==> config.mk <==
export PLATFORM = sky130hd
export DESIGN_NAME = k_wptr_wfull
export DESIGN_NICKNAME = d
export VERILOG_FILES = /design/src/rtl/k_wptr_wfull.sv
export SDC_FILE = /design/constraint.sdc
export NUM_CORES = 1
export LEC_CHECK = 0
export CAP_MARGIN = 0
export CORE_MARGIN = 2
export CORE_UTILIZATION = 49
export CTS_BUF_LIST = sky130_fd_sc_hd__clkbuf_4 sky130_fd_sc_hd__clkbuf_8
export DETAILED_ROUTE_END_ITERATION = 10
export PLACE_DENSITY = 0.82
export SYNTH_ARGS = -nofsm -noshare
export SYNTH_HDL_FRONTEND = slang
export SYNTH_SLANG_ARGS = --single-unit
==> constraint.sdc <==
create_clock -name wclk -period 2.8 [get_ports wclk]
set_clock_uncertainty 0.2 [all_clocks]
set_input_delay 0.28 -clock wclk [delete_from_list [all_inputs] [get_ports wclk]]
set_output_delay 0.28 -clock wclk [all_outputs]
set_load 0.05 [all_outputs]
==> src/rtl/k_wptr_wfull.sv <==
// Write-side pointer, address and full/almost-full/level/overflow flags
// for a dual-clock gray-pointer FIFO; lives entirely in the wclk domain.
//
// Ports:
//   wclk      write clock, rising edge
//   wrst      asynchronous active-high reset
//   winc      write request this cycle
//   wq2_rptr  gray read pointer, already synchronized into wclk
//   wptr      registered gray write pointer (to read-side synchronizer)
//   waddr     memory write address (low bits of binary pointer)
//   wfull     registered full flag
//   wafull    registered almost-full flag
//   wlevel    registered occupancy seen from the write side
//   wover     sticky overflow (write attempted while full)
module k_wptr_wfull #(
  parameter int addr_size    = 4,
  parameter int afull_thresh = 2
) (
  input  logic                 wclk,
  input  logic                 wrst,
  input  logic                 winc,
  input  logic [addr_size:0]   wq2_rptr,
  output logic [addr_size:0]   wptr,
  output logic [addr_size-1:0] waddr,
  output logic                 wfull,
  output logic                 wafull,
  output logic [addr_size:0]   wlevel,
  output logic                 wover
);

  localparam int unsigned AF_LIM =
    (2 ** addr_size) - afull_thresh;

  logic [addr_size:0] wbin;
  logic [addr_size:0] wbinnext;
  logic [addr_size:0] wgraynext;
  logic [addr_size:0] rbin;
  logic [addr_size:0] wdiff;
  logic [addr_size:0] full_ptr;
  logic               wen;

  assign wen       = winc & ~wfull;
  assign wbinnext  = wbin + {{addr_size{1'b0}}, wen};
  assign wgraynext = (wbinnext >> 1) ^ wbinnext;
  assign waddr     = wbin[addr_size-1:0];

  // Bit i of the binary value is the XOR of all gray bits from i up.
  always_comb begin
    rbin = '0;
    for (int i = 0; i <= addr_size; i++) begin
      rbin[i] = ^(wq2_rptr >> i);
    end
  end

  // The write pointer is exactly one lap ahead of the read pointer when
  // the top two gray bits differ and the rest match.
  assign full_ptr = {~wq2_rptr[addr_size:addr_size-1],
                     wq2_rptr[addr_size-2:0]};

  assign wdiff = wbinnext - rbin;

  always_ff @(posedge wclk or posedge wrst) begin
    if (wrst) begin
      wbin   <= '0;
      wptr   <= '0;
      wfull  <= 1'b0;
      wafull <= 1'b0;
      wlevel <= '0;
      wover  <= 1'b0;
    end else begin
      wbin   <= wbinnext;
      wptr   <= wgraynext;
      wfull  <= (wgraynext == full_ptr);
      wafull <= (wdiff >= AF_LIM[addr_size:0]);
      wlevel <= wdiff;
      wover  <= wover | (winc & wfull);
    end
  end

endmodule

# == After elaboration in Yosys (flattened, before gate mapping) ==
# Index checks and enable logic that the tools add are counted.
# totals
mem_bits_ro,0
memories,0
latch_bits,0
word_cells,21
ff_bits,18
inputBits,8
ramBits,0
# op_classes
div_mod_pow,0
n_bitwise,6
eq_ne,1
magnitude_cmp,1
mul,0
addsub,2
muxes,0
shift,0
reduce_logical,5
# ops
cell,n
$reduce_xor A5 Y1,5
$add A5 B1 Y5,1
$eq A5 B5 Y1,1
$ge A5 B4 Y1 const B,1
$sub A5 B5 Y5,1
$xor A4 B5 Y5,1
$and A1 B1 Y1,2
$not A2 Y2,1
$not A1 Y1,1
$or A1 B1 Y1,1

# == Longest topological paths before layout ==
# depth
depth_word,5
depth_mapped,10
depth_no_buf,10

# == Worst setup path after synthesis ==
# No wires, ideal clock.
# synth_timing
path_kind,register -> register
start,register wfull
end,register wafull
stages_incl_launch_ff,10
slack_ns,-0.035
arrival_ns,2.497
cell_sequence,dfrtp_1 nor2b_1 ha_1 ha_1 xor2_1 ha_1 nor2b_1 o21ai_0 a311o_1 o211ai_1
# synth_via
elab_chain_len,5
# synth_lines
element,line_no,source
"start, declared",25,"output logic wfull,"
"start signal, assigned",73,wfull <= (wgraynext == full_ptr);
$not A1 Y1,42,assign wen = winc & ~wfull;
$and A1 B1 Y1,42,
$add A5 B1 Y5,43,"assign wbinnext = wbin + {{addr_size{1'b0}}, wen};"
named net wbinnext[2],35,logic [addr_size:0] wbinnext;
$sub A5 B5 Y5,60,assign wdiff = wbinnext - rbin;
$ge A5 B4 Y1,74,wafull <= (wdiff >= AF_LIM[addr_size:0]);
"end signal, assigned",74,
"end, declared",26,"output logic wafull,"
# The timed path passes the listed nets, and every way through them passes these cells.

# == Worst setup path after layout ==
# layout_timing
start,input wq2_rptr[4]
end,register wafull
# layout_via
elab_chain_len,3
word_cells_on_any_way,7
cone_classes,add/sub (1); order compare (1); reduce/logical (5)
# layout_lines
element,line_no,source
"start, declared",22,"input logic [addr_size:0] wq2_rptr,"
$reduce_xor A5 Y1,51,rbin[i] = ^(wq2_rptr >> i);
$sub A5 B5 Y5 (*),60,
$ge A5 B4 Y1 (*),74,
# Every way passes the cells marked *; elsewhere a longest branch is shown, timed or not.

==> results.yml <==
setup_path:
  critPathKind: "in2reg"
  cp.depth: 11
  critPathLaunchType: "input pin"
  cpPeakStageDelay_ns: 0.40
  reg2reg_from: "wfull$_DFF_PP0_"
  path_buf_inv: 1
  crit_arrival_ns: 2.65
  cp.required_ns: 2.81
  r2r_slack_ns: 0.31
  cp-endpoint: "wafull$_DFF_PP0_"
  critPathMaxFanout: 2
  startpoint: "wq2_rptr[4]"
  timing.rr.end: "wafull$_DFF_PP0_"
  path_cells: "dlygate4sd2_1 > xor2_2 > xnor2_2 > xor2_1 > xnor2_1 > ha_1 > fa_1 > nor2b_2 > o21ai_0 > a311o_1 > o211ai_1"
  reg2reg_depth: 9
  critical-path-slowest-cell: "fa_1"
  crit_family: "XOR/XNOR gates"
  endpoint_kind: "flip-flop"
yosys:
  synth.most_common_cell: "dfrtp_1"
  yosysWarnings: 0
  synth.distinct_cells: 22
  ys_top_cells_by_area: "dfrtp_1 (46%), xnor2_1 (9.5%), xor2_1 (8.6%)"
  syn_nets: 92
  synthCells: 78
  ys.flop_type: "dfrtp_1"
  ys_top_cells_by_count: "dfrtp_1 (17), xnor2_1 (10), inv_1 (9), xor2_1 (9), nand2_1 (6)"
  synth_area_um2: 917
  syn_area_per_cell_um2: 11.8
  synth_edf_count: 0
  ys_ff_latch: 17
  synthArstFlopShare: 1.00
  yosysTopAreaCell: "dfrtp_1"
  synth_top_area_frac: 0.464
  seq_area_frac_synth: 0.464
timing:
  grt_setup_unrepaired: "false"
  tightest_slew_ns: 0.650
  period_minus_slack_ns: 2.64
  fin_crit_sh: 0.941
  finalSetupViolCount: 0
  fmax_ghz: 0.379
  setup_slack_ns: 0.164
  slew_violations: 0
  finalHoldViolations: 0
  maxSlewHeadroom: 0.566
detailed_routing:
  ant_nets: 0
  wirelength_um: 1860
  via_count: 715
  wl_per_cell_um: 12.8
  drtPass1Iterations: 4
  initialDrtViolationCount: 6
  drc_errors: 0
  vias_per_cell: 4.93
layout:
  drive_gt1_frac: 0.225
  finalNetCount: 135
  n_antenna_cell: 0
  syn2layout_area_growth_pct: 46.1
  finish.instance_area_um2: 1340
  fin_cells: 145
die:
  coreArea_um2: 1750
  start_util: 0.525
  ios: 25
  die_area_um2: 2230
  die_x_um: 47.3
  row_count: 15
  die_h_um: 47.3
clocking:
  postCtsHoldBufs: 0
  cts_max_path_buffers: 2
  cts_made_buffers: 3
  clock_sinks: 17
  clock_latency_ns: 0.29
  cts_tree: "built"
  htree_levels: 1
  clkTransAtPathRegs_ns: 0.09
  cts-root-buf: "clkbuf_4"
global_routing:
  grtUsageTotal: 0.198
  overflow: 0
  grt_pass1_vias: 692
  grt_pass1_wl_um: 2970
  grt_max_degree: 18
  antenna_found_initial: 0
place:
  io_buffers: 24
  dp_hpwl_um: 1440
  placed_cells: 139
  place.gp.congestion: 0.868
  pre_cts_ws_ns: -0.465
  dpl-instance-area_um2: 1280
status:
  outcome: "finished, final reports clean"
min_path:
  hold_path.class: "in2async"
job:
  cap_violations: 0
worst register-to-register path: stages, from the launching register on:
cell	delay, ns
dfrtp_2	0.42
nor2b_1	0.12
ha_1	0.19
ha_1	0.25
buf_4	0.16
ha_1	0.28
nand2_1	0.05
o21ai_0	0.27
xnor3_1	0.30
o211ai_1	0.18
metrics by stage:
step | hold slack (ns) | util | TNS [ns]
2_1_floorplan | 0.00600 | - | 0
3_3_place_gp | 0.240 | 0.733 | -0.663
3_5_place_dp | 0.257 | 0.733 | -0.931
4_1_cts | 0.180 | 0.766 | 0
5_1_grt | 0.245 | 0.768 | 0
6_report | 0.171 | 0.768 | 0
what timing repair did:
action | CTS | global route
endpoints found under the setup margin | 2 | 1
setup buffers | 2 | 0
pin swaps | 2 | 3
endpoints found under the hold margin | 0 | 0
resized for setup | 4 | 1
gates cloned | 0 | 0
how the worst min path moves through the flow:
stage / to / slack, ns / depth (start not counted)
2_1_floorplan: wafull$_DFF_PP0_ / 0.006 / 1
3_3_place_gp: wover$_DFF_PP0_ / 0.24 / 1
3_5_place_dp: wover$_DFF_PP0_ / 0.26 / 1
4_1_cts: wlevel[2]$_DFF_PP0_ / 0.18 / 2
5_1_grt: wptr[0]$_DFF_PP0_ / 0.24 / 2
6_report: wbin[2]$_DFF_PP0_ / 0.17 / 2
per-layer routing:
metal,routed length (um),global-route usage,vias up
li1,-,-,339
met1,815,0.267,344
met2,907,0.286,26
met3,74,0.0269,6
met4,61,0.144,0
met5,0,0,-
kinds of logic after synthesis:
kind of cell / count (synthesis) / synth area share
AO/OA/AOI/OAI: 8 / 0.0682
AND/OR/NAND/NOR: 16 / 0.0928
buffers and inverters: 9 / 0.0368
XOR/XNOR: 22 / 0.248
flip-flops: 17 / 0.464
adder cells (fa/ha/maj): 6 / 0.0900
registers in the layout, summed over array words and instances (netlist names):
signal  flops
wlevel      5
wover       1
wfull       1
wbin        5
wptr        4
wafull      1
cell type report:
type	count	area (um2)
clock buffer	4	30.0
fill	117	405
inverter	9	33.8
multi-input combinational	52	475
sequential	17	427
tap	25	31.3
timing repair buffer	38	343
layout by cell type (no fill, tap or decap), drive strengths merged:
cell           count
inv                9
nand3              4
buf               14
ha                 5
fa                 1
a21oi              1
or3                2
xnor2             10
nor2b              2
o211ai             2
o21ai              2
xnor3              2
or2                1
clkbuf             4
a221oi             1
nor3               1
clkdlybuf4s50     22
dfrtp             17
xor2              10
a21o               1
a311o              1
nand2              6
dlygate4sd2        2
Power is left out: the tool's default activity adds up to more than one toggle a clock period on the data nets, which glitch-free logic cannot reach.
